==> src/rtl/id_ex_register.sv <==
// ID/EX pipeline register with load-use hazard detection and bubble insertion.
// Optional bubble counter enabled by ID_EX_STALL_CNT_EN.
module id_ex_register #(
  parameter int unsigned DATA_W     = 32,
  parameter int unsigned REG_ADDR_W = 5,
  parameter int unsigned CNT_W      = 16
) (
  input  logic                  clk_i,
  input  logic                  rst_i,
  input  logic                  stall_i,
  input  logic                  flush_i,
  input  logic [7:0]            ctrl_i,
  input  logic [DATA_W-1:0]     rs_data_i,
  input  logic [DATA_W-1:0]     rt_data_i,
  input  logic [DATA_W-1:0]     imm_i,
  input  logic [REG_ADDR_W-1:0] rs_addr_i,
  input  logic [REG_ADDR_W-1:0] rt_addr_i,
  input  logic [REG_ADDR_W-1:0] rd_addr_i,
  output logic [7:0]            ctrl_o,
  output logic [DATA_W-1:0]     rs_data_o,
  output logic [DATA_W-1:0]     rt_data_o,
  output logic [DATA_W-1:0]     imm_o,
  output logic [REG_ADDR_W-1:0] rs_addr_o,
  output logic [REG_ADDR_W-1:0] rt_addr_o,
  output logic [REG_ADDR_W-1:0] rd_addr_o,
  output logic                  valid_o,
  output logic                  hazard_o
`ifdef ID_EX_STALL_CNT_EN
  ,
  output logic [CNT_W-1:0]      stall_cnt_o
`endif
);

  typedef struct packed {
    logic [7:0]            ctrl;
    logic [DATA_W-1:0]     rs_data;
    logic [DATA_W-1:0]     rt_data;
    logic [DATA_W-1:0]     imm;
    logic [REG_ADDR_W-1:0] rs_addr;
    logic [REG_ADDR_W-1:0] rt_addr;
    logic [REG_ADDR_W-1:0] rd_addr;
    logic                  valid;
  } id_ex_t;

  id_ex_t q;
  id_ex_t d;
  logic   rt_hit;
  logic   bubble;

  assign rt_hit = (q.rt_addr == rs_addr_i) | (q.rt_addr == rt_addr_i);

  // A load in EX whose target is read by ID must wait one cycle.
  assign hazard_o = q.valid & q.ctrl[4] & (q.rt_addr != '0) & rt_hit;
  assign bubble   = flush_i | hazard_o;

  always_comb begin
    d = '{
      ctrl:    ctrl_i,
      rs_data: rs_data_i,
      rt_data: rt_data_i,
      imm:     imm_i,
      rs_addr: rs_addr_i,
      rt_addr: rt_addr_i,
      rd_addr: rd_addr_i,
      valid:   1'b1
    };
  end

  always_ff @(posedge clk_i) begin
    if (rst_i) begin
      q <= '0;
    end else if (!stall_i) begin
      if (bubble) q <= '0;
      else        q <= d;
    end
  end

  assign ctrl_o    = q.ctrl;
  assign rs_data_o = q.rs_data;
  assign rt_data_o = q.rt_data;
  assign imm_o     = q.imm;
  assign rs_addr_o = q.rs_addr;
  assign rt_addr_o = q.rt_addr;
  assign rd_addr_o = q.rd_addr;
  assign valid_o   = q.valid;

`ifdef ID_EX_STALL_CNT_EN
  // Counts load-use bubbles only; saturates instead of wrapping.
  always_ff @(posedge clk_i) begin
    if (rst_i) begin
      stall_cnt_o <= '0;
    end else if (!stall_i && hazard_o && (stall_cnt_o != '1)) begin
      stall_cnt_o <= stall_cnt_o + 1'b1;
    end
  end
`endif

endmodule

==> config.mk <==
export PLATFORM = sky130hd
export DESIGN_NAME = id_ex_register
export DESIGN_NICKNAME = d
export VERILOG_FILES = /design/src/rtl/id_ex_register.sv
export SDC_FILE = /design/constraint.sdc
export NUM_CORES = 1
export LEC_CHECK = 0
export BUFFER_PORTS_ARGS = -buffer_cell sky130_fd_sc_hd__buf_2
export CAP_MARGIN = 25
export CELL_PAD_IN_SITES_DETAIL_PLACEMENT = 0
export CELL_PAD_IN_SITES_GLOBAL_PLACEMENT = 2
export CORE_ASPECT_RATIO = 0.75
export CORE_MARGIN = 3
export CORE_UTILIZATION = 25
export CTS_BUF_LIST = sky130_fd_sc_hd__clkbuf_16
export DETAILED_ROUTE_END_ITERATION = 10
export GPL_TIMING_DRIVEN = 0
export HOLD_SLACK_MARGIN = 0.05
export PLACE_DENSITY_LB_ADDON = 0.1
export SYNTH_ARGS = -nofsm -noshare
export SYNTH_HDL_FRONTEND = slang
export SYNTH_SLANG_ARGS = --single-unit
==> constraint.sdc <==
create_clock -name clk_i -period 2 [get_ports clk_i]
set_input_delay 0.1 -clock clk_i [delete_from_list [all_inputs] [get_ports clk_i]]
set_output_delay 0.1 -clock clk_i [all_outputs]
set_load 0.02 [all_outputs]
==> impl_metrics.py <==
metrics = {
    "min_path": {
        "hp-start": "rst_i",
        "hold_path_class": "in2reg",
    },
    "global_routing": {
        "grt_first_pass_wirelength_um": 32100,
        "track_usage_pct": 18.6,
        "grt-ovfl-total": 0,
        "grt_pass1_vias": 5936,
        "grt_start_max_net_pins": 17,
        "antenna_found_initial": 0,
    },
    "floorplanning": {
        "dieArea_um2": 21500,
        "die_x_um": 168,
        "rows": 43,
        "coreArea_um2": 18900,
        "start_util_pct": 26.1,
        "io_pins": 244,
        "chipHeight_um": 128,
    },
    "yosys": {
        "syn_inst": 565,
        "yosys.area.top_type_share_pct": 48.6,
        "synth-seq-cells": 120,
        "synthesis.nets": 688,
        "synthTopCellsByCount": "nand2_1, dfxtp_1, o21ai_0, a32oi_1, clkbuf_1",
        "synth_area_um2": 4940,
        "synth.most_common_cell": "nand2_1",
        "avgSynthCellArea_um2": 8.74,
        "synth_top_flop_cell": "dfxtp_1",
        "synth_top_area_cell": "dfxtp_1",
        "ys_seq_area_share_pct": 48.6,
        "ys_warn_count": 0,
        "synth_cell_types": 17,
        "synth-edff-count": 0,
        "synth.area.top_cells": "dfxtp_1, a32oi_1, o21ai_0",
        "async_reset_ff_share_pct": 0,
    },
    "place": {
        "dp.cells": 1055,
        "gp_congestion": 0.817,
        "hpwl_um": 14200,
        "placed_cell_area_um2": 6460,
        "portBuffers": 243,
    },
    "timing": {
        "tightestPinTransition_ns": 0.728,
        "skew_ns": 0.00868,
        "rsz0062_at_grt": "yes",
        "hold_viol_final": 0,
        "finalSetupViolCount": 1,
        "finalWorstPathRequiredPeriod_ns": 2.01,
        "fin_ws_ns": -0.0125,
        "min_period_over_period_pct": 101,
        "maxSlewViolCount": 0,
        "slew_headroom_pct": 51.4,
        "fmax_mhz": 497,
    },
    "flow_run": {
        "maxCapViolCount": 0,
    },
    "final_layout": {
        "nNetsFinal": 1075,
        "insertedDiodeCount": 0,
        "synthToLayoutAreaGrowth_pct": 68.3,
        "stdcell_count": 1211,
        "design_area_um2": 8310,
        "drive_above_1_share_pct": 30.8,
    },
    "critical_path": {
        "critPathLaunch": "rt_addr_o[3]",
        "critPathMaxFanout": 5,
        "required_ns": 1.90,
        "path_class": "reg2out",
        "cp_data_arrival_time_ns": 1.91,
        "worstSetupStartpointType": "flop",
        "endpoint_kind": "output pin",
        "reg2reg_from": "rt_addr_o[3]",
    },
    "clocking": {
        "numCtsBuffers": 17,
        "cts-root-buf": "clkbuf_16",
        "clock_sink_count": 120,
        "worstSkewPairLatency_ns": 0.41,
        "clk_path_buf_depth": 2,
        "cts_tree": "done",
        "htree_levels": 4,
        "path_clk_slew_ns": 0.06,
    },
    "pwr": {
        "powerDensity_nw_per_um2": 806,
        "power.leakage_uw": 0.00343,
        "peakVddDrop_mv": 0.439,
    },
    "drt": {
        "antenna_left": 0,
        "route.detailed.drc": 0,
        "vias_per_cell": 5.02,
        "drt-initial-drc-count": 501,
        "finalWirelength_um": 20600,
        "vias": 6077,
        "drt_first_pass_iters": 6,
        "routedWlPerCell_um": 17.0,
    },
    "outcome": {
        "status": "finished, violations left",
        "failed_checks": "negative setup slack",
    },
}
==> layout by cell type, fill, tap and decap left out <==
master         Yosys  routed
nand3_1            2       2
buf_2              3     245
clkinvlp_4         0       3
clkinv_2           0       4
clkbuf_2           0       1
a32oi_1          119     119
or4_4              0       1
buf_1              2       2
clkinv_1           0       3
a22oi_1            1       1
dfxtp_1          120     115
dfxtp_4            0       1
dlygate4sd3_1      0     121
buf_8              0       2
o21ai_0          120     120
o22ai_4            0       1
bufinv_16          0       1
nand2_1          121     121
clkbuf_1          50      48
nor3_1             1       1
xnor2_2            0       2
nor2b_1            2       2
buf_6              0       4
inv_1              0       3
dfxtp_2            0       4
or3_1              1       1
xnor2_1           10       8
o211ai_4           0       1
buf_4             10      10
clkbuf_16          0      17
==> metrics by stage <==
step                      util [%]  setup WS, ns  hold slack [ns]  total power, µW  TNS, ns
after floorplan                  -         0.265            0.240             3270        0
after global placement        34.1        -0.348            0.345             3760   -28.48
after detailed placement      34.1        -0.374            0.356             3770   -31.74
after CTS                     43.7       -0.0807            0.397             6760  -0.0807
after global routing          43.9       -0.0868            0.480             7010    -1.71
final                         43.9       -0.0125            0.423             6700  -0.0125
==> worst paths after layout <==
| check | slack, ns | cells after the start | to |
|---|---|---|---|
| worst max register to register | 0.03 | 7 | rt_data_o[11] |
| worst min-delay path | 0.42 | 5 | rd_addr_o[2] |
| worst min register to register | 0.46 | 2 | rs_data_o[29] |
| worst max-delay path | -0.01 | 6 | hazard_o |
==> state kept, by name (all words and copies together), names as in the netlist <==
| register | cells |
|---|---|
| ctrl_o | 8 |
| imm_o | 32 |
| rd_addr_o | 5 |
| rs_addr_o | 5 |
| rs_data_o | 32 |
| rt_addr_o | 5 |
| rt_data_o | 32 |
| valid_o | 1 |
==> worst max-delay path: stages, from the launching register on <==
cell	delay (ns)
dfxtp_2	0.35
or4_4	0.56
o211ai_4	0.19
buf_6	0.13
buf_8	0.09
nor2b_1	0.03
buf_4	0.15
==> repair_timing <==
| action | 4_1_cts | 5_1_grt |
|---|---|---|
| hold endpoints to repair | 120 | 0 |
| setup endpoints to repair | 91 | 90 |
| hold buffers | 121 | 0 |
| setup buffers | 3 | 1 |
| gates resized for setup | 16 | 9 |
| gates cloned | 0 | 0 |
| pin swaps | 3 | 2 |
==> logic make-up (layout without fill, tap and decap cells) <==
logic type	Yosys count	count (layout)	share of synthesized area, %
xor gates and xnor gates	10	10	1.77
and+or+nand+nor	128	128	10.0
buffers and inverters	65	464	5.78
DFF	120	120	48.6
AOI/OAI and AO/OA	242	242	33.8
==> final cells by class <==
class / instances / area, µm²
Clock buffer: 17 / 425
Buffer: 65 / 320
Multi-Input combinational cell: 380 / 2290
Fill cell: 1920 / 10600
Tap cell: 247 / 309
Timing Repair Buffer: 368 / 2460
Sequential cell: 120 / 2410
Clock inverter: 14 / 95.1
==> per-layer routing <==
metal	part of all wire, %	up-vias	global-route usage (%)
li1	-	2921	-
met1	48	2892	25.9
met2	43	238	28.0
met3	7.5	26	5.15
met4	1.9	0	5.82
met5	0	-	0
==> where the power goes <==
part	internal (µW)	switching [µW]	leakage, µW
registers	2580	118	0.000991
logic	533	715	0.00218
clock network	1660	1090	0.000260
total	4770	1930	0.00343
Note: power is estimated with default switching activity, not from simulation.
